===== src/rtl/adder_rr_arbiter_if.sv =====
// Bundle between the requesters, the round-robin adder arbiter and the shared adder.
// The master drives requests and adder results; the arbiter (slave) drives the adder operands and grants.
interface adder_rr_arbiter_if #(
    parameter int NREQ  = 4,
    parameter int WIDTH = 32
);
    logic [NREQ-1:0]       req;
    logic [NREQ*WIDTH-1:0] op_a;
    logic [NREQ*WIDTH-1:0] op_b;
    logic [NREQ-1:0]       op_cin;
    logic [WIDTH-1:0]      add_a;
    logic [WIDTH-1:0]      add_b;
    logic                  add_cin;
    logic [WIDTH-1:0]      add_sum;
    logic                  add_carry;
    logic [NREQ-1:0]       grant;
    logic [NREQ-1:0]       done;
    logic [WIDTH-1:0]      result;
    logic                  result_carry;
    logic                  busy;

    modport master (
        output req, op_a, op_b, op_cin, add_sum, add_carry,
        input  add_a, add_b, add_cin, grant, done, result, result_carry, busy
    );

    modport slave (
        input  req, op_a, op_b, op_cin, add_sum, add_carry,
        output add_a, add_b, add_cin, grant, done, result, result_carry, busy
    );
endinterface


===== src/rtl/adder_rr_arbiter.sv =====
// Round-robin arbiter that time-shares one registered adder between NREQ requesters,
// latching the winner's operands and returning the adder result with a one-cycle done pulse.
module adder_rr_arbiter #(
    parameter int NREQ  = 4,
    parameter int WIDTH = 32,
    parameter int LAT   = 1
) (
    input  logic              clock,
    input  logic              reset,
    adder_rr_arbiter_if.slave bus
);
    localparam int IDXW = $clog2(NREQ);

    typedef enum logic [1:0] {S_IDLE, S_RUN, S_DONE} state_t;

    state_t            r_state;
    state_t            w_state_nxt;
    logic [IDXW-1:0]   r_idx;
    logic [IDXW-1:0]   r_ptr;
    logic [2:0]        r_cnt;
    logic [WIDTH-1:0]  r_add_a;
    logic [WIDTH-1:0]  r_add_b;
    logic              r_add_cin;
    logic [WIDTH-1:0]  r_result;
    logic              r_result_carry;
    logic [NREQ-1:0]   r_grant;
    logic [NREQ-1:0]   r_done;

    logic              w_sel_vld;
    logic [IDXW-1:0]   w_sel_idx;
    logic [NREQ-1:0]   w_sel_oh;
    logic [NREQ-1:0]   w_idx_oh;
    logic [WIDTH-1:0]  w_sel_a;
    logic [WIDTH-1:0]  w_sel_b;
    logic              w_sel_cin;
    logic [IDXW-1:0]   w_ptr_nxt;

    // Two passes: first requests at or above ptr, then wrap to the lowest index.
    always_comb begin
        w_sel_vld = 1'b0;
        w_sel_idx = '0;
        for (int i = 0; i < NREQ; i++) begin
            if (!w_sel_vld && bus.req[i] && (IDXW'(i) >= r_ptr)) begin
                w_sel_vld = 1'b1;
                w_sel_idx = IDXW'(i);
            end
        end
        for (int i = 0; i < NREQ; i++) begin
            if (!w_sel_vld && bus.req[i]) begin
                w_sel_vld = 1'b1;
                w_sel_idx = IDXW'(i);
            end
        end
    end

    always_comb begin
        w_sel_a   = '0;
        w_sel_b   = '0;
        w_sel_cin = 1'b0;
        w_sel_oh  = '0;
        w_idx_oh  = '0;
        for (int i = 0; i < NREQ; i++) begin
            w_sel_oh[i] = (w_sel_idx == IDXW'(i));
            w_idx_oh[i] = (r_idx == IDXW'(i));
            if (w_sel_idx == IDXW'(i)) begin
                w_sel_a   = bus.op_a[i*WIDTH +: WIDTH];
                w_sel_b   = bus.op_b[i*WIDTH +: WIDTH];
                w_sel_cin = bus.op_cin[i];
            end
        end
    end

    assign w_ptr_nxt = (r_idx == IDXW'(NREQ - 1)) ? '0 : r_idx + IDXW'(1);

    always_ff @(posedge clock) begin
        if (reset) begin
            r_state <= S_IDLE;
        end else begin
            r_state <= w_state_nxt;
        end
    end

    always_comb begin
        w_state_nxt = r_state;
        case (r_state)
            S_IDLE:  if (w_sel_vld) w_state_nxt = S_RUN;
            S_RUN:   if (r_cnt == 3'd0) w_state_nxt = S_DONE;
            S_DONE:  w_state_nxt = S_IDLE;
            default: w_state_nxt = S_IDLE;
        endcase
    end

    always_ff @(posedge clock) begin
        if (reset) begin
            r_idx          <= '0;
            r_ptr          <= '0;
            r_cnt          <= '0;
            r_add_a        <= '0;
            r_add_b        <= '0;
            r_add_cin      <= 1'b0;
            r_result       <= '0;
            r_result_carry <= 1'b0;
            r_grant        <= '0;
            r_done         <= '0;
        end else begin
            case (r_state)
                S_IDLE: begin
                    if (w_sel_vld) begin
                        r_idx     <= w_sel_idx;
                        r_add_a   <= w_sel_a;
                        r_add_b   <= w_sel_b;
                        r_add_cin <= w_sel_cin;
                        r_grant   <= w_sel_oh;
                        r_cnt     <= 3'(LAT - 1);
                    end
                end
                S_RUN: begin
                    if (r_cnt != 3'd0) begin
                        r_cnt <= r_cnt - 3'd1;
                    end else begin
                        r_result       <= bus.add_sum;
                        r_result_carry <= bus.add_carry;
                        r_done         <= w_idx_oh;
                    end
                end
                S_DONE: begin
                    r_done  <= '0;
                    r_grant <= '0;
                    r_ptr   <= w_ptr_nxt;
                end
                default: begin
                    r_done  <= '0;
                    r_grant <= '0;
                end
            endcase
        end
    end

    assign bus.add_a        = r_add_a;
    assign bus.add_b        = r_add_b;
    assign bus.add_cin      = r_add_cin;
    assign bus.grant        = r_grant;
    assign bus.done         = r_done;
    assign bus.result       = r_result;
    assign bus.result_carry = r_result_carry;
    assign bus.busy         = (r_state != S_IDLE);
endmodule


===== src/flat_wrapper.sv =====
// flat-port wrapper written by rule: the top's interface ports become plain ports
module adder_rr_arbiter_flat 
#(
    parameter int NREQ  = 4,
    parameter int WIDTH = 32,
    parameter int LAT   = 1
)
  (clock, reset, bus_req, bus_op_a, bus_op_b, bus_op_cin, bus_add_sum, bus_add_carry, bus_add_a, bus_add_b, bus_add_cin, bus_grant, bus_done, bus_result, bus_result_carry, bus_busy);
  adder_rr_arbiter_if #(.NREQ(NREQ), .WIDTH(WIDTH)) bus_i ();
  input  logic clock;
  input  logic reset;
  input wire logic [$bits(bus_i.req)-1:0] bus_req;
  input wire logic [$bits(bus_i.op_a)-1:0] bus_op_a;
  input wire logic [$bits(bus_i.op_b)-1:0] bus_op_b;
  input wire logic [$bits(bus_i.op_cin)-1:0] bus_op_cin;
  input wire logic [$bits(bus_i.add_sum)-1:0] bus_add_sum;
  input wire logic [$bits(bus_i.add_carry)-1:0] bus_add_carry;
  output wire logic [$bits(bus_i.add_a)-1:0] bus_add_a;
  output wire logic [$bits(bus_i.add_b)-1:0] bus_add_b;
  output wire logic [$bits(bus_i.add_cin)-1:0] bus_add_cin;
  output wire logic [$bits(bus_i.grant)-1:0] bus_grant;
  output wire logic [$bits(bus_i.done)-1:0] bus_done;
  output wire logic [$bits(bus_i.result)-1:0] bus_result;
  output wire logic [$bits(bus_i.result_carry)-1:0] bus_result_carry;
  output wire logic [$bits(bus_i.busy)-1:0] bus_busy;
  assign bus_i.req = bus_req;
  assign bus_i.op_a = bus_op_a;
  assign bus_i.op_b = bus_op_b;
  assign bus_i.op_cin = bus_op_cin;
  assign bus_i.add_sum = bus_add_sum;
  assign bus_i.add_carry = bus_add_carry;
  assign bus_add_a = bus_i.add_a;
  assign bus_add_b = bus_i.add_b;
  assign bus_add_cin = bus_i.add_cin;
  assign bus_grant = bus_i.grant;
  assign bus_done = bus_i.done;
  assign bus_result = bus_i.result;
  assign bus_result_carry = bus_i.result_carry;
  assign bus_busy = bus_i.busy;
  adder_rr_arbiter #(.NREQ(NREQ), .WIDTH(WIDTH), .LAT(LAT)) u_core (.clock(clock), .reset(reset), .bus(bus_i));
endmodule

===== config.mk =====
export PLATFORM = sky130hd
export DESIGN_NAME = adder_rr_arbiter_flat
export DESIGN_NICKNAME = d
export VERILOG_FILES = /design/src/rtl/adder_rr_arbiter_if.sv /design/src/rtl/adder_rr_arbiter.sv /design/src/flat_wrapper.sv
export SDC_FILE = /design/constraint.sdc
export NUM_CORES = 1
export LEC_CHECK = 0
export CAP_MARGIN = 5
export CELL_PAD_IN_SITES_DETAIL_PLACEMENT = 1
export CELL_PAD_IN_SITES_GLOBAL_PLACEMENT = 1
export CORE_ASPECT_RATIO = 1.5
export CORE_MARGIN = 5
export CORE_UTILIZATION = 23
export CTS_CLUSTER_DIAMETER = 40
export CTS_CLUSTER_SIZE = 16
export DETAILED_ROUTE_END_ITERATION = 7
export PLACE_DENSITY = 0.86
export SLEW_MARGIN = 20
export SYNTH_ARGS = -nofsm -noshare
export SYNTH_HDL_FRONTEND = slang
export SYNTH_SLANG_ARGS = --single-unit

===== constraint.sdc =====
create_clock -name clock -period 1.8 [get_ports clock]
set_clock_uncertainty 0.2 [all_clocks]
set_input_delay 0.36 -clock clock [delete_from_list [all_inputs] [get_ports clock]]
set_output_delay 0.36 -clock clock [all_outputs]
set_load 0.005 [all_outputs]

==> results of run 1 <==
-- layer usage --
layer | routed length (um) | global-route usage (%) | share of wire (%)
met2 | 22540 | 42.09 | 53
met4 | 2040 | 11.94 | 4.8
met3 | 2681 | 5.178 | 6.3
met5 | 12 | 0 | 0.028
met1 | 15200 | 24.54 | 36
-- flip-flops by register name, indices dropped and copies added (netlist names) --
register,count
u_core.bus.add_a,32
u_core.bus.add_b,32
u_core.bus.add_cin,1
u_core.bus.done,4
u_core.bus.grant,4
u_core.bus.result,32
u_core.bus.result_carry,1
u_core.r_cnt,3
u_core.r_idx,2
u_core.r_ptr,2
u_core.r_state,2
-- path summary, 6_finish.rpt --
kind	from	to	slack (ns)	cells past startpoint
min reg2reg	u_core.bus.result[11]$_SDFFE_PP0P_	u_core.bus.result[11]$_SDFFE_PP0P_	0.25	2
min	reset	u_core.r_cnt[0]$_SDFFE_PP0P_	0.09	2
max reg2reg	u_core.r_ptr[1]$_SDFFE_PP0N_	u_core.bus.add_a[9]$_SDFFE_PP0P_	0	6
max	u_core.r_state[1]$_SDFFE_PP0P_	bus_busy	-0.03	3
-- cells in the final DEF, fill, tap and decap left out, types with 3 or more instances in the layout --
master	count
buf_8	3
clkbuf_16	25
nor2_1	10
buf_4	57
a22o_1	4
a21oi_2	7
o21bai_1	65
diode_2	4
bufinv_16	4
a21oi_1	31
ha_1	5
o21ai_2	5
dfxtp_2	8
a211oi_2	63
a31oi_1	65
a211oi_4	11
dlygate4sd2_1	106
buf_12	28
and3_4	3
o21ai_1	6
clkdlybuf4s50_1	293
nor3_1	5
a211oi_1	60
inv_1	7
nand2_1	201
clkinv_4	3
buf_6	10
dfxtp_1	106
or2_4	3
and3_1	62
mux2i_1	6
o21ai_0	58
-- kinds of logic (layout without fill, tap and decap cells) --
family / after synthesis / after routing
other cells: 0 / 4
simple gates: 300 / 301
fa+ha+maj: 6 / 6
buf+inv: 118 / 550
compound gates: 385 / 385
xor+xnor: 1 / 1
mux: 6 / 6
flops: 115 / 115
-- timing repair --
action,4_1_cts,5_1_grt
setup endpoints to repair,179,107
pin swaps,5,28
buffers inserted,1,7
cloned,2,10
gates resized for setup,173,108
-- cell type report --
class	count	area share [%]
inverter	8	0.2417
multi-input combinational	699	34.91
tap	395	3.671
clock inverter	12	1.338
antenna	4	0.07436
timing repair buffer	510	39.24
clock buffer	20	3.318
sequential	115	17.20
-- worst register-to-register path, stage by stage (launching register included) --
cell and delay [ns]:
dfxtp_4 0.38, a21o_4 0.25, buf_12 0.16, buf_12 0.16, a211oi_1 0.31, a211oi_1 0.10, a31oi_1 0.16
-- report_power, final --
| group | total (uW) | internal, uW | switching [uW] | leakage [uW] |
|---|---|---|---|---|
| clock network | 3690 | 2360 | 1330 | 0.000301 |
| registers | 4010 | 3480 | 526 | 0.000952 |
| logic | 8730 | 4230 | 4500 | 0.00431 |
-- metrics by stage --
step | setup TNS [ns] | util, % | worst slack (ns) | instance area, sq um
2_1_floorplan | -0.4817 | - | -0.01445 | 6903
3_3_place_gp | -41.38 | 40.44 | -0.6699 | 11920
3_5_place_dp | -46.19 | 40.44 | -0.7248 | 11920
4_1_cts | -0.3369 | 43.19 | -0.09891 | 12730
5_1_grt | -0.7631 | 45.66 | -0.07782 | 13460
6_report | -0.03419 | 45.66 | -0.03419 | 13460
==> flow_summary_export.csv, run 1 <==
group,metric,value,unit
outcome,outcome,"finished with violations",
outcome,violations,"setup timing",
detailed_routing,drtIter0Drc,584,
detailed_routing,drtAntennaViolNets,0,
clocking,cts.clk_slew.worst_paths,0.06,ns
place,place_congestion,0.9022,
logic_synthesis,synth_adder_area_share,1.096,%
sta,finalHoldViolCount,0,
clocking,cts_made_buffers,17,
grt,overflow,0,
cells_and_area,nNetsFinal,1656,
sta,max_freq,545.2,MHz
sta,timing.final.ws_setup,-0.03419,ns
logic_synthesis,synth.distinct_cells,41,
critical_path,setup.worst_path.end_class,"output pin",
logic_synthesis,syn_nets,1236,
detailed_routing,vias_per_cell,5.286,
critical_path,critPathLaunchType,"flip-flop",
grt,grt_max_degree,37,
sta,post-route-period-util,101.9,%
logic_synthesis,synth_compound_area_share,37.21,%
run,cap_violations,0,
logic_synthesis,synth_common_cells,"nand2_1, a211oi_1, dfxtp_1",
floorplan,die_h,221.3,um
grt,antenna_found_initial,6,
logic_synthesis,syn_area,6847,sq um
critical_path,critPathKind,"flip-flop to output pin",
sta,slew_viol_final,0,
detailed_routing,wire_per_inst,24.09,um
cells_and_area,multiInputGateArea,4700,sq um
place,port_buffers,405,
critical_path,cpMaxStageDelayCell,"dfxtp_2",
logic_synthesis,ys_async_sr_fraction,0,%
sta,relSlewSlack,69.07,%
clocking,cts_hold_buf,0,
logic_synthesis,synth-main-ff-cell,"dfxtp_1",
clocking,clock_path_buffers,2,
place,dp_cells,1707,
sta,whs,0.09459,ns
critical_path,worstPathRequired,1.24,ns
critical_path,path_max_fanout,3,
floorplan,die_x,150.9,um
logic_synthesis,synth_edf_count,0,
cells_and_area,n_fill_cell,3418,
logic_synthesis,synthCells,931,
clocking,cts_sinks,115,
logic_synthesis,synth-seq-cells,115,
floorplan,core.rowCount,77,
grt,grt_pass1_vias,10062,
cells_and_area,final_layout_size_suffix_gt1_share,19.21,%
power,p_per_area,1220,nW/um^2
logic_synthesis,ys_warn_count,0,
cells_and_area,register_area,2316,sq um
power,p_leak,0.005561,uW
logic_synthesis,yosysMostFrequentCell,"nand2_1",
logic_synthesis,yosys.area_share.simple,19.96,%
grt,groute.usage.overall,23.19,%
critical_path,crit_top_cell,"buf_6",
floorplan,ios,406,
logic_synthesis,synth_top_area_share,33.63,%
clocking,cts-root-buf,"clkbuf_16",
detailed_routing,routed_wl,42470,um
logic_synthesis,synthMuxAreaShare,0.8772,%
floorplan,dieArea,33390,sq um
floorplan,initial_utilization,23.22,%
grt,grt_pass1_wl,59330,um
cells_and_area,syn2layout_area_growth,96.62,%
logic_synthesis,yosys.area.top_type,"dfxtp_1",
critical_path,path_cells,"or2_4 > buf_6 > buf_6",
logic_synthesis,synth_top_family_by_area,"compound AO/OA/AOI/OAI gates",
logic_synthesis,synth_xor_xnor_area_share,0.1279,%
clocking,cts_tree,"done",
detailed_routing,dr.pass1.iters,5,
detailed_routing,route.detailed.drc,0,
cells_and_area,stdcell_count,1763,
sta,tightest_slew,0.4612,ns
logic_synthesis,seq_area_frac_synth,33.63,%
critical_path,crit_family,"flip-flops",
critical_path,cp.buffers_inverters,2,
sta,finalWorstPathRequiredPeriod,1.834,ns
critical_path,worstPathArrival,1.27,ns
sta,setup_viol,1,
logic_synthesis,synth_area_leaders,"dfxtp_1, a211oi_1, nand2_1",
min_path,hold_class,"input pin to flip-flop",
power,power.total,16420,uW
critical_path,cp_slowest_stage_delay,0.32,ns
clocking,htreeDepth,4,
logic_synthesis,avgSynthCellArea,7.354,sq um
floorplan,core,29480,sq um
power,ir_drop,0.7149,mV
detailed_routing,vias,9320,
sta,rsz0062_at_grt,"true",
clocking,clk_latency,0.43,ns
place,place_hpwl,29830,um
Power figures use the tool's default switching activity.
==> run 2, diff against run 1 <==
ABC_AREA = 0   (was default)
ABC_CLOCK_PERIOD_IN_PS = 1800   (was default)
CTS_CLUSTER_DIAMETER = 50   (was 40)
==> results of run 2 <==
Final layout, timing and power as in run 1 (identical DEF).
